[config.mk]
export PLATFORM = sky130hd
export DESIGN_NAME = unpacked_array_loader
export DESIGN_NICKNAME = d
export VERILOG_FILES = /design/src/rtl/unpacked_array_loader.sv
export SDC_FILE = /design/constraint.sdc
export NUM_CORES = 1
export LEC_CHECK = 0
export ABC_AREA = 1
export BUFFER_PORTS_ARGS = -buffer_cell sky130_fd_sc_hd__buf_2
export CAP_MARGIN = 20
export CORE_MARGIN = 3
export CORE_UTILIZATION = 50
export DETAILED_ROUTE_END_ITERATION = 10
export PLACE_DENSITY = 0.72
export SLEW_MARGIN = 20
export SYNTH_ARGS = -nofsm -noshare
export SYNTH_HDL_FRONTEND = slang
export SYNTH_SLANG_ARGS = --single-unit
[constraint.sdc]
create_clock -name i_clk -period 1.6 [get_ports i_clk]
set_input_delay 0.16 -clock i_clk [delete_from_list [all_inputs] [get_ports i_clk]]
set_output_delay 0.16 -clock i_clk [all_outputs]
set_load 0.02 [all_outputs]
[src/rtl/unpacked_array_loader.sv]
// unpacked_array_loader: DEPTH x WIDTH register array with broadcast / indexed / shift / sweep loads.
// Optional feature macro UARR_PARITY_EN adds a per-entry even-parity output o_par.
`default_nettype none

module unpacked_array_loader #(
  parameter  int WIDTH = 1,
  parameter  int DEPTH = 8,
  localparam int IDX_W = $clog2(DEPTH > 1 ? DEPTH : 2)
) (
  input  logic             i_clk,
  input  logic             i_rst,
  input  logic             i_valid,
  output logic             o_ready,
  input  logic [1:0]       i_mode,
  input  logic [IDX_W-1:0] i_idx,
  input  logic [WIDTH-1:0] i_data,
  output logic [WIDTH-1:0] o_arr [DEPTH],
  output logic             o_busy,
  output logic             o_done,
  output logic             o_err
`ifdef UARR_PARITY_EN
  ,
  output logic             o_par [DEPTH]
`endif
);

  typedef enum logic {IDLE = 1'b0, SWEEP = 1'b1} state_t;

  localparam logic [1:0] MODE_BCAST = 2'b00;
  localparam logic [1:0] MODE_INDEX = 2'b01;
  localparam logic [1:0] MODE_SHIFT = 2'b10;
  localparam logic [1:0] MODE_SWEEP = 2'b11;

  state_t           state;
  logic [IDX_W-1:0] ptr;
  logic [IDX_W-1:0] remaining;
  logic [WIDTH-1:0] sweep_data;
  logic             idx_oob;

  assign o_ready = (state == IDLE);
  assign o_busy  = (state == SWEEP);
  // Index field can encode values past the last entry when DEPTH is not a power of two.
  assign idx_oob = (32'(i_idx) >= DEPTH);

  function automatic logic [IDX_W-1:0] next_idx(input logic [IDX_W-1:0] p);
    return (32'(p) == DEPTH - 1) ? '0 : p + 1'b1;
  endfunction

  always_ff @(posedge i_clk or posedge i_rst) begin
    if (i_rst) begin
      for (int k = 0; k < DEPTH; k++) o_arr[k] <= '0;
      state      <= IDLE;
      ptr        <= '0;
      remaining  <= '0;
      sweep_data <= '0;
      o_done     <= 1'b0;
      o_err      <= 1'b0;
    end else begin
      o_done <= 1'b0;
      o_err  <= 1'b0;
      case (state)
        IDLE: begin
          if (i_valid) begin
            unique case (i_mode)
              MODE_BCAST: begin
                for (int k = 0; k < DEPTH; k++) o_arr[k] <= i_data;
              end
              MODE_INDEX: begin
                if (idx_oob) o_err <= 1'b1;
                else         o_arr[i_idx] <= i_data;
              end
              MODE_SHIFT: begin
                o_arr[0] <= i_data;
                for (int k = 1; k < DEPTH; k++) o_arr[k] <= o_arr[k-1];
              end
              MODE_SWEEP: begin
                if (idx_oob) begin
                  o_err <= 1'b1;
                end else begin
                  // First write lands on the accept edge; the rest follow from SWEEP.
                  o_arr[i_idx] <= i_data;
                  sweep_data   <= i_data;
                  ptr          <= next_idx(i_idx);
                  remaining    <= IDX_W'(DEPTH - 1);
                  if (DEPTH == 1) o_done <= 1'b1;
                  else            state  <= SWEEP;
                end
              end
            endcase
          end
        end
        SWEEP: begin
          o_arr[ptr] <= sweep_data;
          ptr        <= next_idx(ptr);
          remaining  <= remaining - 1'b1;
          if (remaining == IDX_W'(1)) begin
            state  <= IDLE;
            o_done <= 1'b1;
          end
        end
        default: state <= IDLE;
      endcase
    end
  end

`ifdef UARR_PARITY_EN
  for (genvar k = 0; k < DEPTH; k++) begin : g_par
    assign o_par[k] = ^o_arr[k];
  end
`else
  // Parity outputs are not built in this configuration.
`endif

endmodule

`default_nettype wire

==> impl_results.md <==
- Outcome: finished, final reports clean
- Worst Hold Launch: i_data
- Die area: ~3300 um2
- Slew headroom: a little under three fifths
- RSZ-0062 raised after global routing: false
- Final setup fails: 0
- CP Capture Type: flip-flop
- Fraction of layout cells with a size suffix above 1: ~15%
- Vias in the first global route: 1181
- Nets: 223
- Final ANT Viol Nets: 0
- Sequential fraction of design power: 36.3%
- Pre-CTS WS: 266 ps
- Most common cell after layout, fill and taps aside: nand2_1
- Gate power share: between 50% and 60%
- Total Neg Setup Slack: 0 ps
- Buffers added on ports: 19
- Final hold vios: 0
- Worst EP arrival: between 1500 and 2000 ps
- Syn_area_per_cell: 6.83 um2
- GRT Resource Usage Total: between 15 and 20%
- Net Sw Frac: 49.2%
- Max VDD drop: about 1.1 mV
- DR pass1 iterations: 4
- Worst Hold End: sweep_data
- Clock Skew: roughly 1.7 ps
- Worst reg2reg startpoint: o_busy
- Final Max Tran Viols: 0
- Via/cell ratio: about 5.3
- Post-CTS Resized: 0
- Synth cell types: 27
- Max_cap viols: 0
- Most frequent cells in the layout: nand2_1 (54), inv_1 (31), nand3_1 (21)
- N_diodes: 0
- FF+latch count, synth: 17
- Reg2reg setup slack: between 200 and 300 ps
- Pleak: between 0.7 and 0.8 nW
- RR Endpoint: o_arr[1]
- GR Overflow Total: 0
- Register area share after synthesis: 32.6%
- Fmax: around 740 MHz
- Crit path launch type: flip-flop
- Clk network pwr share: under 10%
- Post-route DRC: 0
- Cell at the root of the clock tree: clkbuf_4
- Initial antenna violation count: 0
- Avg WL per Cell: between 10 and 15 um
- Gpl congestion: about 0.84
- Asr flop ratio synth: 100%
- Psw: 1.16 mW
- Post-synth EDFFs: 0
- Core ar.: between 2000 and 2500 um2
- Hold path cells: 3
- Fin crit period: approximately 1300 ps
- PD cells: around 1700 nW/um2
- Worst Setup Slack, final: roughly 260 ps
- CP Max Fanout: 10
- Int Power: 1.20 mW
- H-tree Lvls: 1
- Mapped Nets: ~210
- Filler cells: approximately 220
- Skew-Pair Late Insertion Delay: slightly below 300 ps
- WS Path Type: flip-flop to flip-flop
- DP HPWL: ~2200 um
- Post-synth top flop: dfrtp_1
- Cell Rows: 17
- Final Cycle Share: 83.9%
- Worst R2R Path Depth: 5
- Gate Count Post-Synth: ~190
- Via count: ~1200
- CTS sink cnt: 17
- Largest net degree at the start of global routing: 18
- Clock-pin slew on the worst setup and hold paths: 100 ps
- Die Ht: approximately 57 um
- Synth Warn #: 0
- Synthesized area: between 1000 and 1500 um2
- Drt first-iter violations: 53
- First-pass GRT wire length: 5150 um
- Area growth from synthesis to layout: 8.15%
- HP Class: primary input to flip-flop
- Initial core utilization: ~56%
- TritonCTS clock tree: done
- Slew @ Worst Pin: approximately 670 ps
- Num CTS Buffers: 3
- Bufs on Longest Clock Path: 2
- Req. time, crit path: approximately 1800 ps
- Ports: 21
- Routed WL: between 2000 and 3000 um
- Die W: between 50 and 60 um
timing repair:
action                    4_1_cts  5_1_grt
setup buffers                   0        0
hold buffers                    1        0
hold endpoints to repair       17        0
synth_stat cells, types with 3 or more instances:
| cell type | instances | share of area (%) |
|---|---|---|
| buf_2 | 3 | 1.2 |
| nor3_1 | 5 | 1.9 |
| dfrtp_1 | 17 | 33 |
| nand4_1 | 7 | 3.4 |
| nor2_1 | 12 | 3.5 |
| nand2_1 | 54 | 16 |
| inv_1 | 31 | 8.9 |
| a21oi_1 | 5 | 1.9 |
| nand3_1 | 21 | 8.1 |
| o21ai_0 | 9 | 3.5 |
| ha_1 | 6 | 5.8 |
layout make-up:
cell class,count,area (um2),area share [%]
timing repair buffer,20,105,7.45
multi-input combinational,132,677,48.0
sequential,17,425,30.1
inverter,34,143,10.1
tap,28,35.0,2.48
clock buffer,4,26.3,1.86
power groups by stage:
| stage | clock (mW) | sequential [mW] | combinational, mW |
|---|---|---|---|
| final | 0.232 | 0.858 | 1.27 |
| after global routing | 0.264 | 0.895 | 1.45 |
| after CTS | 0.242 | 0.856 | 1.28 |
| after detailed placement | 0 | 0.865 | 1.28 |
| after global placement | 0 | 0.857 | 1.25 |
| after floorplan | 0 | 0.913 | 0.941 |
stage by stage:
step	power, mW	util (%)	instance area [um2]	hold slack [ps]	cells
finish	2.36	60.3	1410	129	235
global route	2.61	60.3	1410	115	235
CTS	2.38	60.3	1410	123	235
detailed placement	2.14	58.8	1380	286	230
global placement	2.11	58.8	1380	283	230
floorplan	1.85	-	1310	86.1	191
flip-flops by register name, indices dropped and copies added, names as in the netlist:
signal      cells
sweep_data      1
o_arr           8
o_done          1
o_busy          1
remaining       3
ptr             3
per-layer routing:
metal	vias to the layer above	track usage (%)	share of wire (%)
li1	635	-	-
met1	576	25.7	47
met2	23	32.6	48
met3	4	2.26	3.5
met4	0	7.62	0.69
met5	-	0	0
kinds of logic after synthesis:
group,share of synthesized area [%]
buffers and inverters,15.5
AND/OR/NAND/NOR,36.5
adder cells (fa/ha/maj),5.75
flip-flops,32.6
other,0.287
AO/OA/AOI/OAI,9.30
critical path, cell delays in order, from the launching register on:
cell and delay (ps):
dfrtp_1 610, nand2_1 200, nor2_1 180, nor3_1 60
a21oi_1 130, nand2_1 60
how the worst max path moves through the flow:
stage,from,to,cells past startpoint
after global placement,o_busy,o_arr[1],5
after floorplan,o_busy,o_arr[6],8
after global routing,o_busy,o_arr[7],5
after detailed placement,o_busy,o_arr[1],5
final,o_busy,o_arr[1],5
after CTS,o_busy,o_arr[1],5
Power figures use the tool's default switching activity.
